[src/rtl/prefix_adder_pkg.sv]
// prefix_adder_pkg: shared constants and index helpers for the pipelined
// Sklansky prefix adder.
//   DEFAULT_LEVELS : default number of prefix levels
//   partner_idx()  : bit that bit j combines with at Sklansky level i
//   combines()     : whether bit j combines (1) or passes through (0) at level i
package prefix_adder_pkg;

  localparam int unsigned DEFAULT_LEVELS = 3;

  // Highest bit of the lower neighbouring 2^i block: (j/2^i)*2^i-1.
  function automatic int unsigned partner_idx(input int unsigned j, input int unsigned i);
    return (j / (32'd1 << i)) * (32'd1 << i) - 32'd1;
  endfunction

  // Bit j combines at level i when its 2^i block number is odd.
  function automatic bit combines(input int unsigned j, input int unsigned i);
    return ((j >> i) % 32'd2) != 32'd0;
  endfunction

endpackage

[src/rtl/prefix_level.sv]
// prefix_level: one combinational Sklansky level over VEC_W-bit
// generate/propagate vectors.
//   LEVEL  : level index i (span 2^i)
//   VEC_W  : vector width
//   g_in, p_in   : group generate/propagate from the previous level
//   g_out, p_out : group generate/propagate after this level
module prefix_level
  import prefix_adder_pkg::*;
#(
  parameter int unsigned LEVEL = 0,
  parameter int unsigned VEC_W = 9
) (
  input  logic [VEC_W-1:0] g_in,
  input  logic [VEC_W-1:0] p_in,
  output logic [VEC_W-1:0] g_out,
  output logic [VEC_W-1:0] p_out
);

  for (genvar j = 0; j < VEC_W; j++) begin : g_bit
    if (combines(j, LEVEL)) begin : g_cmb
      localparam int unsigned M = partner_idx(j, LEVEL);
      assign g_out[j] = g_in[j] | (p_in[j] & g_in[M]);
      assign p_out[j] = p_in[j] & p_in[M];
    end else begin : g_pass
      assign g_out[j] = g_in[j];
      assign p_out[j] = p_in[j];
    end
  end

endmodule

[src/rtl/pipelined_prefix_adder.sv]
// pipelined_prefix_adder: elastic, fully pipelined parallel-prefix adder.
// Stage 0 registers g/p of the operands; each of LEVELS further stages
// registers one Sklansky level. Results leave combinationally from the last
// stage register.
// Optional macro PREFIX_ADDER_SUB_EN adds the sub port (x - y when sub=1).
// Ports:
//   clk, rst_n          : clock, async active-low reset
//   in_valid/in_ready   : operand handshake (x, y, carry_in[, sub])
//   out_valid/out_ready : result handshake (z, carry_out, overflow)
module pipelined_prefix_adder
  import prefix_adder_pkg::*;
#(
  parameter int unsigned LEVELS = DEFAULT_LEVELS,
  parameter int unsigned WIDTH  = 2 ** LEVELS
) (
  input  logic             clk,
  input  logic             rst_n,
  input  logic             in_valid,
  output logic             in_ready,
  input  logic [WIDTH-1:0] x,
  input  logic [WIDTH-1:0] y,
  input  logic             carry_in,
`ifdef PREFIX_ADDER_SUB_EN
  input  logic             sub,
`endif
  output logic             out_valid,
  input  logic             out_ready,
  output logic [WIDTH-1:0] z,
  output logic             carry_out,
  output logic             overflow
);

  // Index 0 of g/p carries carry_in; index j+1 belongs to operand bit j.
  localparam int unsigned VEC_W  = WIDTH + 1;
  localparam int unsigned STAGES = LEVELS + 1;

  // Stage record sized by WIDTH.
  typedef struct packed {
    logic             valid;
    logic [VEC_W-1:0] g;
    logic [VEC_W-1:0] p;
    logic [WIDTH-1:0] p_orig;
  } stage_t;

  stage_t           st_q [STAGES];
  stage_t           st_d [STAGES];
  logic [STAGES:0]  load_c;
  logic [VEC_W-1:0] lvl_g [LEVELS];
  logic [VEC_W-1:0] lvl_p [LEVELS];
  logic [WIDTH-1:0] y_eff;
  logic             cin_eff;

  // Per-stage load enables; backpressure ripples combinationally from out_ready.
  always_comb begin
    load_c         = '0;
    load_c[STAGES] = out_ready;
    for (int k = int'(LEVELS); k >= 0; k--) begin
      load_c[k] = !st_q[k].valid || load_c[k+1];
    end
  end

  assign in_ready = load_c[0];

  // Operand B and carry seen by stage 0.
  always_comb begin
    y_eff   = y;
    cin_eff = carry_in;
`ifdef PREFIX_ADDER_SUB_EN
    if (sub) begin
      y_eff   = ~y;
      cin_eff = 1'b1;
    end
`endif
  end

  // Prefix levels between consecutive stage registers.
  for (genvar k = 0; k < LEVELS; k++) begin : g_level
    prefix_level #(
      .LEVEL (k),
      .VEC_W (VEC_W)
    ) u_level (
      .g_in  (st_q[k].g),
      .p_in  (st_q[k].p),
      .g_out (lvl_g[k]),
      .p_out (lvl_p[k])
    );
  end

  // Next contents of every stage.
  always_comb begin
    for (int k = 0; k < int'(STAGES); k++) st_d[k] = '0;
    st_d[0].valid  = in_valid;
    st_d[0].g      = {x & y_eff, cin_eff};
    st_d[0].p      = {x ^ y_eff, 1'b0};
    st_d[0].p_orig = x ^ y_eff;
    for (int k = 1; k < int'(STAGES); k++) begin
      st_d[k].valid  = st_q[k-1].valid;
      st_d[k].g      = lvl_g[k-1];
      st_d[k].p      = lvl_p[k-1];
      st_d[k].p_orig = st_q[k-1].p_orig;
    end
  end

  // Stage registers; a stalled stage holds.
  always_ff @(posedge clk or negedge rst_n) begin
    if (!rst_n) begin
      for (int k = 0; k < int'(STAGES); k++) st_q[k] <= '0;
    end else begin
      for (int k = 0; k < int'(STAGES); k++) begin
        if (load_c[k]) st_q[k] <= st_d[k];
      end
    end
  end

  // Result. When WIDTH == 2**LEVELS the top bit lies outside the tree's
  // reach, so it is finished here with one more combine. For narrower widths
  // G[WIDTH] already spans bit 0, whose propagate is 0, so the extra term is 0.
  always_comb begin
    out_valid = st_q[LEVELS].valid;
    carry_out = st_q[LEVELS].g[WIDTH] |
                (st_q[LEVELS].p[WIDTH] & st_q[LEVELS].g[WIDTH-1]);
    overflow  = st_q[LEVELS].g[WIDTH-1] ^ carry_out;
    z         = st_q[LEVELS].p_orig ^ st_q[LEVELS].g[WIDTH-1:0];
  end

endmodule
[config.mk]
export PLATFORM = sky130hd
export DESIGN_NAME = pipelined_prefix_adder
export DESIGN_NICKNAME = d
export VERILOG_FILES = /design/src/rtl/prefix_adder_pkg.sv /design/src/rtl/prefix_level.sv /design/src/rtl/pipelined_prefix_adder.sv
export SDC_FILE = /design/constraint.sdc
export NUM_CORES = 1
export LEC_CHECK = 0
export ABC_AREA = 1
export BUFFER_PORTS_ARGS = -buffer_cell sky130_fd_sc_hd__buf_2
export CAP_MARGIN = 20
export CORE_ASPECT_RATIO = 0.75
export CORE_MARGIN = 3
export CORE_UTILIZATION = 58
export CTS_CLUSTER_DIAMETER = 100
export DETAILED_ROUTE_END_ITERATION = 16
export PLACE_DENSITY = 0.79
export SLEW_MARGIN = 20
export SYNTH_ARGS = -nofsm -noshare
export SYNTH_HDL_FRONTEND = slang
export SYNTH_SLANG_ARGS = --single-unit
[constraint.sdc]
create_clock -name clk -period 1.44 [get_ports clk]
set_input_delay 0.216 -clock clk [delete_from_list [all_inputs] [get_ports clk]]
set_output_delay 0.216 -clock clk [all_outputs]
set_load 0.02 [all_outputs]
==> results.tsv <==
metric	value	unit
p_leak	2.07	nW
clock_sinks	78	
fin_setup_tns	-0.138	ns
drt-total-wl	6330	um
synth_nets	375	
synthAdderAreaFrac	3.50	%
rsz0062_at_grt	true	
area_growth_syn_to_layout	20.4	%
fin_crit_sh	106	%
synth_compound_area_share	5.29	%
rows	22	
critical_path_buf_inv_count	1	
yosysSeqAreaShare	60.7	%
vias_per_cell	5.08	
fin_skew	0.00690	ns
hold_path.class	input port to flip-flop	
utilization	75.7	%
clk_latency	0.35	ns
violations	setup timing	
powerDensity	1560	nW/um^2
synth_xor_area_share	2.18	%
final_common_cell	nand2_1	
pre_cts_slack	0.0731	ns
clk_pin_slew	0.08	ns
required	1.22	ns
fmax	656	MHz
antenna_found_initial	0	
grt_pass1_wl	10400	um
cp_top_family	flip-flops	
multi_input_area	1170	sq um
finalSetupViolations	2	
worstMarginPinSlew	0.446	ns
wl_per_cell	13.3	um
cp_slowest_cell	dfrtp_1	
maxSlewViolCount	0	
ant_nets	0	
finalHoldViolations	0	
core_area	5120	sq um
critPathLaunchType	flip-flop	
die_area	6490	sq um
ys_types	19	
slew_headroom	70.2	%
synthCells	345	
boundaryPins	33	
max_cap_violations	0	
remaining_drc_errors	0	
slowest_delay	0.40	ns
irDropWorstVdd	694	uV
final_cell_mix	nand2_1, dfrtp_1, buf_2	
crit_arrival	1.31	ns
vias	2412	
dpl.hpwl	4030	um
cts.htree.levels	3	
portBuffers	32	
final_cells	475	
period_minus_slack	1.52	ns
synthSimpleGateAreaFrac	24.9	%
fin_ws	-0.0841	ns
gr-total-overflow	0	
grt_pass1_vias	2176	
ff_latch_area	1950	sq um
worstSetupPathDepth	4	
endpoint_kind	output pin	
drive_above_1_share	20.1	%
grt_max_degree	36	
fp.dieH	70.5	um
root_buffer	clkbuf_8	
nFillCells	379	
synth_seq_cells	78	
muxShareOfSynthArea	0	%
dpl.cell_count	444	
status	complete, but fails checks	
crit_fanout	2	
die_w	92.0	um
final_nets	428	
cp_cell_sequence	ha_2 > nor2_4 > xnor2_1 > buf_4	
grtUsageTotal	20.6	%
syn_area	3220	sq um
ff2ff_path_depth	5	
drt_iter0_markers	127	
diodes	0	
tritoncts	built	
gp_congestion	0.749	
synth_top_family_by_area	simple AND/OR/NAND/NOR gates	
clk_path_buf_depth	2	
path_class	flip-flop to output pin	
dr.pass1.iters	4	
start_util	62.9	%
syn_area_per_cell	9.33	sq um
hold_depth	3	
numCtsBuffers	9	
ys.warnings.count	0	
## layer usage
metal,routed length (um),global-route usage (%),share of wire [%],up-vias
li1,-,-,-,1205
met2,2840,30.4,45,57
met3,342,7.00,5.4,4
met1,3110,29.4,49,1146
met5,0,0,0,-
met4,43,5.44,0.68,0
## kinds of logic after synthesis
group                    after synthesis
flip-flops                            78
buffers and inverters                 25
XOR/XNOR                               8
AND/OR/NAND/NOR                      191
AO/OA/AOI/OAI                         34
adder cells (fa/ha/maj)                9
## Yosys cell counts
cell      instances  area share (%)
ha_1              9             3.5
buf_4             2            0.47
xnor2_1           1            0.27
o21ai_0          23             3.6
a21oi_1          11             1.7
buf_2             9             1.4
nand2_1         165              19
or2_2             2            0.39
nor2_8            1            0.62
dfrtp_1          78              61
inv_1             9             1.0
nand3_4           1            0.54
clkbuf_1          2            0.23
xor2_1            7             1.9
nor2_4            1            0.35
inv_2             3            0.35
nand3_1          19             3.0
nand4_4           1            0.66
nor2_1            1            0.12
## worst min-delay path, stage by stage
cell     delay, ns
buf_2         0.07
inv_1         0.03
nand2_1       0.05
## stage by stage
| stage | power (mW) | instance area [sq um] | hold WS, ns |
|---|---|---|---|
| global placement | 4.10 | 3500 | 0.182 |
| finish | 6.06 | 3870 | 0.0565 |
| detailed placement | 4.16 | 3500 | 0.180 |
| CTS | 5.98 | 3770 | 0.0484 |
| global route | 6.43 | 3870 | 0.0471 |
| floorplan | 3.72 | 3220 | -0.0796 |
## state kept, by name, summed over array words and instances (netlist names)
signal     cells
st_d          27
out_valid      1
st_q          50
## layout make-up
| cell class | count | area share (%) |
|---|---|---|
| tap | 72 | 2.32 |
| timing repair buffer | 54 | 10.3 |
| clock inverter | 6 | 2.23 |
| multi-input combinational | 243 | 30.3 |
| clock buffer | 10 | 3.29 |
| sequential | 78 | 50.4 |
| inverter | 12 | 1.16 |
## worst paths after layout
| check | from | to | slack (ns) |
|---|---|---|---|
| setup reg to reg | st_d[26]$_DFFE_PN0P_ | st_q[69]$_DFFE_PN0P_ | 0.12 |
| setup / recovery | st_q[24]$_DFFE_PN0P_ | overflow | -0.08 |
| max in group asynchronous | rst_n | st_q[67]$_DFFE_PN0P_ | 0.56 |
| hold reg to reg | st_q[49]$_DFFE_PN0P_ | st_q[49]$_DFFE_PN0P_ | 0.48 |
| min in group asynchronous | rst_n | st_q[2]$_DFFE_PN0P_ | 0.34 |
| hold / removal | in_valid | st_d[80]$_DFFE_PN0P_ | 0.06 |
## power breakdown
| part | leakage, nW | switching, mW | internal (mW) |
|---|---|---|---|
| Combinational | 0.994 | 0.794 | 0.578 |
| Clock | 0.106 | 0.773 | 0.973 |
| Sequential | 0.968 | 0.324 | 2.62 |
## what timing repair did
action,in CTS,in global routing
pin swaps,2,1
gates resized for setup,6,5
buffers inserted,5,8
setup endpoints to repair,3,32
hold buffers,1,0
cloned,0,1
hold endpoints to repair,16,0
Power figures use the tool's default switching activity.
